## config.mk

```make
export PLATFORM = sky130hd
export DESIGN_NAME = pio_pc_bank
export DESIGN_NICKNAME = d
export VERILOG_FILES = /design/src/rtl/pio_pkg.sv /design/src/rtl/pio_pc_lane.sv /design/src/rtl/pio_pc_bank.sv
export SDC_FILE = /design/constraint.sdc
export NUM_CORES = 1
export LEC_CHECK = 0
export ABC_AREA = 0
export BUFFER_PORTS_ARGS = -buffer_cell sky130_fd_sc_hd__buf_2
export CORE_AREA = 4 4 88 90
export CTS_BUF_LIST = sky130_fd_sc_hd__clkbuf_8
export DETAILED_ROUTE_END_ITERATION = 12
export DIE_AREA = 0 0 92 94
export PLACE_DENSITY = 0.77
export SYNTH_ARGS = -nofsm -noshare
export SYNTH_HDL_FRONTEND = slang
export SYNTH_SLANG_ARGS = --single-unit
```

## constraint.sdc

```tcl
create_clock -name clk -period 2.1 [get_ports clk]
set_clock_uncertainty 0.1 [all_clocks]
set_input_delay 0 -clock clk [delete_from_list [all_inputs] [get_ports clk]]
set_output_delay 0 -clock clk [all_outputs]
set_load 0.005 [all_outputs]
```

## src/rtl/pio_pkg.sv

```systemverilog
// Shared parameters for the PIO program-counter bank.
// Defaults match the reference core: four lanes, 32-entry memory, 5-bit delay field.
package pio_pkg;

  localparam int PIO_NUM_SM   = 4;
  localparam int PIO_ADDR_W   = 5;
  localparam int PIO_DELAY_W  = 5;
  localparam int PIO_RESET_PC = 0;

endpackage

```

## src/rtl/pio_pc_lane.sv

```systemverilog
// One state-machine lane: program counter, wrap window, jump, stall and
// post-instruction delay countdown, resolved in a fixed priority order.
module pio_pc_lane
  import pio_pkg::*;
#(
  parameter int ADDR_W  = PIO_ADDR_W,
  parameter int DELAY_W = PIO_DELAY_W
) (
  input  logic               clk,
  input  logic               rst_n,
  input  logic               sm_en,
  input  logic               restart,
  input  logic [ADDR_W-1:0]  wrap_top,
  input  logic [ADDR_W-1:0]  wrap_bottom,
  input  logic               jump_en,
  input  logic [ADDR_W-1:0]  jump_addr,
  input  logic               stall,
  input  logic [DELAY_W-1:0] delay_val,
  output logic [ADDR_W-1:0]  pc,
  output logic               exec_valid,
  output logic               in_delay
);

  logic [ADDR_W-1:0]  pc_q;
  logic [ADDR_W-1:0]  pc_d;
  logic [DELAY_W-1:0] dcnt_q;
  logic [DELAY_W-1:0] dcnt_d;

  assign exec_valid = sm_en & ~restart & (dcnt_q == '0);
  assign in_delay   = (dcnt_q != '0);
  assign pc         = pc_q;

  // Restart beats everything, including a disabled lane; a running delay
  // masks jump/stall/delay_val entirely until it has drained.
  always_comb begin
    pc_d   = pc_q;
    dcnt_d = dcnt_q;
    if (restart) begin
      pc_d   = wrap_top;
      dcnt_d = '0;
    end else if (sm_en) begin
      if (dcnt_q != '0) begin
        dcnt_d = dcnt_q - DELAY_W'(1);
      end else if (!stall) begin
        dcnt_d = delay_val;
        if (jump_en) begin
          pc_d = jump_addr;
        end else if (pc_q == wrap_bottom) begin
          pc_d = wrap_top;
        end else begin
          pc_d = pc_q + ADDR_W'(1);
        end
      end
    end
  end

  always_ff @(posedge clk or negedge rst_n) begin
    if (!rst_n) begin
      pc_q   <= ADDR_W'(PIO_RESET_PC);
      dcnt_q <= '0;
    end else begin
      pc_q   <= pc_d;
      dcnt_q <= dcnt_d;
    end
  end

endmodule

```

## src/rtl/pio_pc_bank.sv

```systemverilog
// Bank of independent program counters, one per PIO state machine.
// Only slices the flattened per-lane buses; all behaviour lives in pio_pc_lane.
module pio_pc_bank
  import pio_pkg::*;
#(
  parameter int NUM_SM  = PIO_NUM_SM,
  parameter int ADDR_W  = PIO_ADDR_W,
  parameter int DELAY_W = PIO_DELAY_W
) (
  input  logic                      clk,
  input  logic                      rst_n,
  input  logic [NUM_SM-1:0]         sm_en,
  input  logic [NUM_SM-1:0]         restart,
  input  logic [NUM_SM*ADDR_W-1:0]  wrap_top,
  input  logic [NUM_SM*ADDR_W-1:0]  wrap_bottom,
  input  logic [NUM_SM-1:0]         jump_en,
  input  logic [NUM_SM*ADDR_W-1:0]  jump_addr,
  input  logic [NUM_SM-1:0]         stall,
  input  logic [NUM_SM*DELAY_W-1:0] delay_val,
  output logic [NUM_SM*ADDR_W-1:0]  pc,
  output logic [NUM_SM-1:0]         exec_valid,
  output logic [NUM_SM-1:0]         in_delay
);

  for (genvar g = 0; g < NUM_SM; g++) begin : g_lane
    pio_pc_lane #(
      .ADDR_W  (ADDR_W),
      .DELAY_W (DELAY_W)
    ) u_lane (
      .clk         (clk),
      .rst_n       (rst_n),
      .sm_en       (sm_en[g]),
      .restart     (restart[g]),
      .wrap_top    (wrap_top[g*ADDR_W +: ADDR_W]),
      .wrap_bottom (wrap_bottom[g*ADDR_W +: ADDR_W]),
      .jump_en     (jump_en[g]),
      .jump_addr   (jump_addr[g*ADDR_W +: ADDR_W]),
      .stall       (stall[g]),
      .delay_val   (delay_val[g*DELAY_W +: DELAY_W]),
      .pc          (pc[g*ADDR_W +: ADDR_W]),
      .exec_valid  (exec_valid[g]),
      .in_delay    (in_delay[g])
    );
  end

endmodule

```

==> results of run 1 <==
-- state kept, by name, summed over array words and instances (netlist names) --
signal,count
g_lane.u_lane.pc,20
g_lane.u_lane.dcnt_q,20
-- cell usage in the layout (no fill, tap or decap), drive strengths merged, types with 2 or more instances in the layout --
| master | count |
|---|---|
| a211oi | 10 |
| a21boi | 3 |
| a21o | 4 |
| a21oi | 24 |
| a221oi | 8 |
| a22o | 4 |
| a22oi | 4 |
| a311oi | 2 |
| and3 | 2 |
| buf | 150 |
| clkbuf | 5 |
| dfrtp | 40 |
| dlygate4sd3 | 43 |
| ha | 8 |
| inv | 27 |
| mux2i | 11 |
| nand2 | 29 |
| nand2b | 8 |
| nand3 | 13 |
| nand3b | 6 |
| nand4 | 2 |
| nor2 | 35 |
| nor2b | 5 |
| nor3 | 11 |
| nor3b | 5 |
| nor4 | 3 |
| nor4b | 6 |
| o21ai | 17 |
| o221ai | 5 |
| o31a | 2 |
| o31ai | 4 |
| o41ai | 2 |
| or2 | 2 |
| or3b | 5 |
| or4 | 2 |
| xnor2 | 15 |
| xor2 | 16 |
-- stage by stage --
step / hold slack [ns] / total power, W
detailed placement: -0.100 / 0.00235
global route: 0.00294 / 0.00323
finish: 0.00897 / 0.00298
CTS: 0.000906 / 0.00292
floorplan: -0.396 / 0.00188
global placement: -0.115 / 0.00231
-- cell type report --
| cell class | instances | share of cell area (%) |
|---|---|---|
| sequential | 40 | 22.1 |
| inverter | 26 | 2.15 |
| clock buffer | 5 | 1.52 |
| timing repair buffer | 193 | 27.5 |
| multi-input combinational | 285 | 43.8 |
| tap | 99 | 2.73 |
| clock inverter | 2 | 0.193 |
-- logic make-up after synthesis --
| family | Yosys count |
|---|---|
| multiplexers | 12 |
| buffers and inverters | 43 |
| AND/OR/NAND/NOR | 138 |
| flip-flops | 40 |
| XOR/XNOR | 31 |
| adder cells (fa/ha/maj) | 8 |
| AO/OA/AOI/OAI | 96 |
-- tightest hold or removal path: stages --
cell	delay, ns
buf_2	0.13
nor4_2	0.07
a22oi_1	0.15
-- what timing repair did --
action / 4_1_cts / 5_1_grt
setup buffers: 0 / 2
gates resized for setup: 4 / 15
pin swaps: 1 / 3
endpoints found under the setup margin: 5 / 24
hold endpoints to repair: 60 / 1
hold buffers: 42 / 1
-- per-layer routing --
metal	wire (um)	GRT usage [%]	share of wire [%]
met1	3730	23.7	40
met2	5060	40.5	54
met3	420	3.93	4.5
met4	109	7.30	1.2
met5	0	0	0
-- cells in the mapped netlist (8+ instances only) --
| cell | count |
|---|---|
| dfrtp_1 | 40 |
| mux2i_1 | 11 |
| nor2_1 | 35 |
| a211oi_1 | 10 |
| xnor2_1 | 15 |
| o21ai_0 | 17 |
| a221oi_1 | 8 |
| nand2_1 | 29 |
| buf_4 | 8 |
| nand2b_1 | 8 |
| nor3_1 | 11 |
| nand3_1 | 13 |
| ha_1 | 8 |
| xor2_1 | 16 |
| inv_1 | 26 |
| a21oi_1 | 24 |
-- how the worst max path moves through the flow --
stage | start | end | slack, ns | cells past startpoint
2_1_floorplan | g_lane[2].u_lane.dcnt_q[0]$_DFFE_PN0P_ | g_lane[2].u_lane.pc[3]$_DFFE_PN0P_ | 0.002 | 7
3_3_place_gp | g_lane[2].u_lane.dcnt_q[0]$_DFFE_PN0P_ | g_lane[2].u_lane.pc[0]$_DFFE_PN0P_ | 0.03 | 7
3_5_place_dp | g_lane[2].u_lane.dcnt_q[0]$_DFFE_PN0P_ | g_lane[2].u_lane.pc[4]$_DFFE_PN0P_ | -0.04 | 8
4_1_cts | g_lane[2].u_lane.dcnt_q[0]$_DFFE_PN0P_ | g_lane[2].u_lane.pc[4]$_DFFE_PN0P_ | 0.006 | 8
5_1_grt | g_lane[2].u_lane.dcnt_q[0]$_DFFE_PN0P_ | g_lane[2].u_lane.pc[3]$_DFFE_PN0P_ | -0.007 | 7
6_report | g_lane[0].u_lane.dcnt_q[3]$_DFFE_PN0P_ | g_lane[0].u_lane.pc[3]$_DFFE_PN0P_ | 0.07 | 5
-- power by group --
group	leakage, nW	internal (W)	total (W)	switching, W
registers	0.499	0.000887	0.00103	0.000145
logic	1.62	0.000762	0.00147	0.000705
clock network	0.0452	0.000221	0.000484	0.000263
total	2.16	0.00187	0.00298	0.00111
==> results.cfg, run 1 <==
[floorplan]
start_util_pct = 43.8
core_um2 = 7060
die_h_um = 94
io_pins = 126
die_x_um = 92
die-area_um2 = 8650
rows = 31

[synthesis]
synth-compound-area-share_pct = 21.4
synth_xor_area_share_pct = 8.77
synthFlopType = dfrtp_1
synth-adder-area-share_pct = 3.23
ys_warn_count = 0
yosys_register_bits = 40
synth_area_um2 = 3090
synthDominantAreaCellType = dfrtp_1
async_flop_share_pct = 100
synth.top_cell.area_share_pct = 32.3
syn_nets = 474
synth.distinct_cells = 55
seq_area_frac_synth_pct = 32.3
syn_area_per_cell_um2 = 8.41
synth-simple-area-share_pct = 23.9
synth_edf_count = 0
synth_top_family_by_area = simple AND/OR/NAND/NOR gates
syn_inst = 368
synth_mux_area_share_pct = 3.92
synth_area_leaders = dfrtp_1 (32%), xor2_1 (4.5%), nor2_1 (4.2%)

[sta]
final-setup-viol-count = 0
grt_setup_unrepaired = true
period_needed_ns = 2.03
period_share_pct = 96.8
setup_ws_ns = 0.0670
hold_violations = 0
tightest_slew_ns = 0.501
max_freq_ghz = 0.492
slew_violations = 0
slew_headroom_pct = 66.5
fin_tns_setup_ns = 0

[placed_design]
place_inst = 598
numPortBuffers = 125
hpwl_um = 6540
dpl_worst_slack_ns = -0.0443
gp_congestion = 0.869
dpl-instance-area_um2 = 3920

[worst_setup_path]
rr_endpoint = g_lane[0].u_lane.pc[3]$_DFFE_PN0P_
start_kind = flip-flop
cp.required_ns = 2.16
worst_ep_arrival_time_ns = 2.10
critPathTopFamily = simple AND/OR/NAND/NOR gates
end_kind = flip-flop
reg2reg_slack_ns = 0.07
cp_max_fo = 7
crit_type = flip-flop to flip-flop
slowest_stage = or4_4
path_buf_inv = 0
worst_path_largest_cell_delay_ns = 0.55
rr_startpoint = g_lane[0].u_lane.dcnt_q[3]$_DFFE_PN0P_
worstPathCellList = or4_4 -> or2_4 -> or3b_1 -> a21oi_1 -> a211oi_1
r2r_cells = 5

[global_route]
antenna_found_initial = 0
grt-ovfl-total = 0
grt.total_usage_pct = 21.3
grt_pass1_vias = 3488
grt_first_pass_wirelength_um = 15200
grt_max_degree = 22

[clock_network]
path_clk_slew_ns = 0.08
htreeDepth = 2
numClockSinks = 40
ctsRootBufferMaster = clkbuf_8
cts_tree = done
numCtsBuffers = 5
clkLatencyLatePin_ns = 0.29
clk_path_buf_depth = 2

[cells_and_area]
nFillCells = 609
multi_input_area_um2 = 1990
drive_gt1_share_pct = 32.1
n_antenna_cell = 0
finalInstanceArea_um2 = 4530
seqCellArea_um2 = 1000
finalNetCount = 657
layoutNonFillerInstCount = 650
syn_to_final_growth_pct = 46.5
post-route-util_pct = 64.2

[drt]
drc = 0
dr.pass1.iters = 4
drt_first_iter_violations = 98
wl_per_cell_um = 14.3
route.final.wire_length_um = 9320
via_per_inst = 5.29
antenna_left = 0
vias = 3441

[min_path]
hold_class = primary input to flip-flop
hold_depth = 3
hold_end = g_lane[0].u_lane.pc[2]$_DFFE_PN0P_
hp-start = jump_en[0]

[power]
powerDensity_nw_per_um2 = 658
p_leak_nw = 2.16
peakVddDrop_mv = 0.350

[flow_run]
cap_violations = 0

[run_status]
outcome = complete, no violations
Note: power is estimated with default switching activity, not from simulation.
==> run 2, diff against run 1 <==
--- a/config.mk
+++ b/config.mk
@@ -7,11 +7,12 @@
 export LEC_CHECK = 0
 export ABC_AREA = 0
 export BUFFER_PORTS_ARGS = -buffer_cell sky130_fd_sc_hd__buf_2
-export CORE_AREA = 4 4 88 90
+export CORE_AREA = 4 4 91 93
 export CTS_BUF_LIST = sky130_fd_sc_hd__clkbuf_8
 export DETAILED_ROUTE_END_ITERATION = 12
-export DIE_AREA = 0 0 92 94
+export DIE_AREA = 0 0 95 97
 export PLACE_DENSITY = 0.77
 export SYNTH_ARGS = -nofsm -noshare
 export SYNTH_HDL_FRONTEND = slang
+export SYNTH_HIERARCHICAL = 1
 export SYNTH_SLANG_ARGS = --single-unit
==> results.cfg, run 2 <==
[synthesis]
syn_nets = 522
synth_area_um2 = 3340
synthFlopType = dfrtp_1
seq_area_frac_synth_pct = 30.0
yosys_register_bits = 40
async_flop_share_pct = 100
synth_area_leaders = dfrtp_1 (30%), nand2_1 (7.6%), xor2_1 (5.2%)
syn_area_per_cell_um2 = 8.02
synthDominantAreaCellType = dfrtp_1
yosysMostFrequentCell = nand2_1
synth.top_cell.area_share_pct = 30.0
synth_edf_count = 0
synth_common_cells = nand2_1 (68), dfrtp_1 (40), a21oi_1 (32), inv_1 (32), nor2_1 (24)
ys_warn_count = 6
syn_inst = 416
synth.distinct_cells = 37

[placed_design]
gp_congestion = 0.913
numPortBuffers = 125
dpl-instance-area_um2 = 4100
place_inst = 637
hpwl_um = 6870

[sta]
grt_setup_unrepaired = false
period_share_pct = 93.1
period_needed_ns = 1.95
hold_violations = 0
max_freq_ghz = 0.512
slew_violations = 0
slew_headroom_pct = 72.7
fin_tns_setup_ns = 0
tightest_slew_ns = 0.407
final-setup-viol-count = 0

[floorplan]
start_util_pct = 44.3
die_x_um = 95
die-area_um2 = 9220
die_h_um = 97
rows = 32
io_pins = 126
core_um2 = 7530

[global_route]
grt.total_usage_pct = 21.3
antenna_found_initial = 0
grt_pass1_vias = 3699
grt-ovfl-total = 0
grt_max_degree = 41
grt_first_pass_wirelength_um = 16300

[drt]
dr.pass1.iters = 7
antenna_left = 0
vias = 3864
drt_first_iter_violations = 108
via_per_inst = 5.52
drc = 0
wl_per_cell_um = 14.2
route.final.wire_length_um = 9910

[clock_network]
cts_tree = done
htreeDepth = 2
path_clk_slew_ns = 0.08
clkLatencyLatePin_ns = 0.29
numClockSinks = 40
clk_path_buf_depth = 2
numCtsBuffers = 5
ctsRootBufferMaster = clkbuf_8

[cells_and_area]
syn_to_final_growth_pct = 42.2
layoutNonFillerInstCount = 700
drive_gt1_share_pct = 27.3
finalNetCount = 703
layout_common_cells = buf_2 (125), nand2_1 (68), dlygate4sd3_1 (55), dfrtp_1 (40)
final_common_cell = buf_2
n_antenna_cell = 0
finalInstanceArea_um2 = 4750

[worst_setup_path]
cp_max_fo = 5
end_kind = flip-flop
worst_ep_arrival_time_ns = 2.03
start_kind = flip-flop
cp.required_ns = 2.18
crit_type = flip-flop to flip-flop

[power]
cellInternalPower_w = 0.00212
power_frac_seq_pct = 31.4
p_leak_nw = 2.22
power.switching_w = 0.00151
pwr-share-comb_pct = 53.6
power_switching_share_pct = 41.5
powerDensity_nw_per_um2 = 763
peakVddDrop_mv = 0.378
power_w = 0.00362
clkPwrFrac_pct = 14.9

[flow_run]
cap_violations = 0

[min_path]
hold_class = primary input to flip-flop

[run_status]
outcome = complete, no violations
run 2: cell count changes in the layout (fill, tap and decap cells not counted), sizes merged, moves of 7 or more:
cell,delta
o2bb2ai,+8
a22oi,+8
dlygate4sd3,+12
a21oi,+8
nand2,+39
nor2,-11
and2,+7
buf,-19
nand3,+7
xnor2,-7
o22ai,+8
a31oi,+19
a221oi,-8
run 2: logic make-up after synthesis:
| kind of cell | share of synthesized area (%) |
|---|---|
| flip-flops | 30.0 |
| multiplexers | 2.40 |
| AO/OA/AOI/OAI | 25.8 |
| adder cells (fa/ha/maj) | 3.00 |
| XOR/XNOR | 7.35 |
| AND/OR/NAND/NOR | 26.4 |
| buffers and inverters | 5.10 |
run 2: critical path: stages, from the launching register on:
cell	delay, ns
dfrtp_1	0.40
inv_1	0.10
ha_1	0.20
and4bb_2	0.27
nand2_1	0.13
a2111oi_0	0.37
o21ai_1	0.12
o221a_2	0.14
run 2: power by group through the flow:
stage	Combinational [W]	Clock, W	Sequential [W]
2_1_floorplan	0.00128	0	0.00111
3_5_place_dp	0.00183	0	0.00115
6_report	0.00194	0.000540	0.00114
5_1_grt	0.00218	0.000588	0.00116
4_1_cts	0.00192	0.000562	0.00113
3_3_place_gp	0.00179	0	0.00114
run 2: per-stage QoR:
step	worst slack, ns	utilization [%]	hold WS [ns]
floorplan	0.354	-	-0.396
global placement	0.255	54.5	-0.105
detailed placement	0.187	54.5	-0.108
CTS	0.181	63.0	0.000284
global route	0.00142	63.1	0.0170
finish	0.146	63.1	0.00649
run 2: path summary, 6_finish.rpt:
kind	startpoint	to	slack (ns)	cells after the start
min in group asynchronous	rst_n	g_lane[3].u_lane/pc[0]$_DFFE_PN0P_	0.10	3
worst min register to register	g_lane[2].u_lane/dcnt_q[2]$_DFFE_PN0P_	g_lane[2].u_lane/dcnt_q[2]$_DFFE_PN0P_	0.50	2
worst max-delay path	g_lane[0].u_lane/dcnt_q[0]$_DFFE_PN0P_	g_lane[0].u_lane/pc[1]$_DFFE_PN0P_	0.15	7
max in group asynchronous	rst_n	g_lane[2].u_lane/dcnt_q[4]$_DFFE_PN0P_	1.57	3
worst max register to register	g_lane[0].u_lane/dcnt_q[0]$_DFFE_PN0P_	g_lane[0].u_lane/pc[1]$_DFFE_PN0P_	0.15	7
worst min-delay path	delay_val[17]	g_lane[3].u_lane/dcnt_q[2]$_DFFE_PN0P_	0.006	4
run 2: per-layer routing:
| metal | GRT usage, % | share of wire, % | vias to the layer above |
|---|---|---|---|
| li1 | - | - | 1878 |
| met3 | 3.11 | 6.2 | 23 |
| met4 | 5.99 | 1.7 | 0 |
| met1 | 26.3 | 42 | 1796 |
| met2 | 37.7 | 50 | 167 |
| met5 | 0 | 0 | - |
run 2: layout make-up:
cell class / count / area (um2)
timing repair buffer: 186 / 1230
sequential: 40 / 1000
fill: 660 / 2780
clock inverter: 2 / 10.0
multi-input combinational: 332 / 2170
tap: 102 / 128
inverter: 32 / 120
clock buffer: 6 / 82.6
run 2: timing repair:
item / 4_1_cts / 5_1_grt
endpoints found under the setup margin: 0 / 1
endpoints found under the hold margin: 80 / 0
buffers inserted: 0 / 0
resized for setup: 0 / 1
hold buffers: 55 / 0
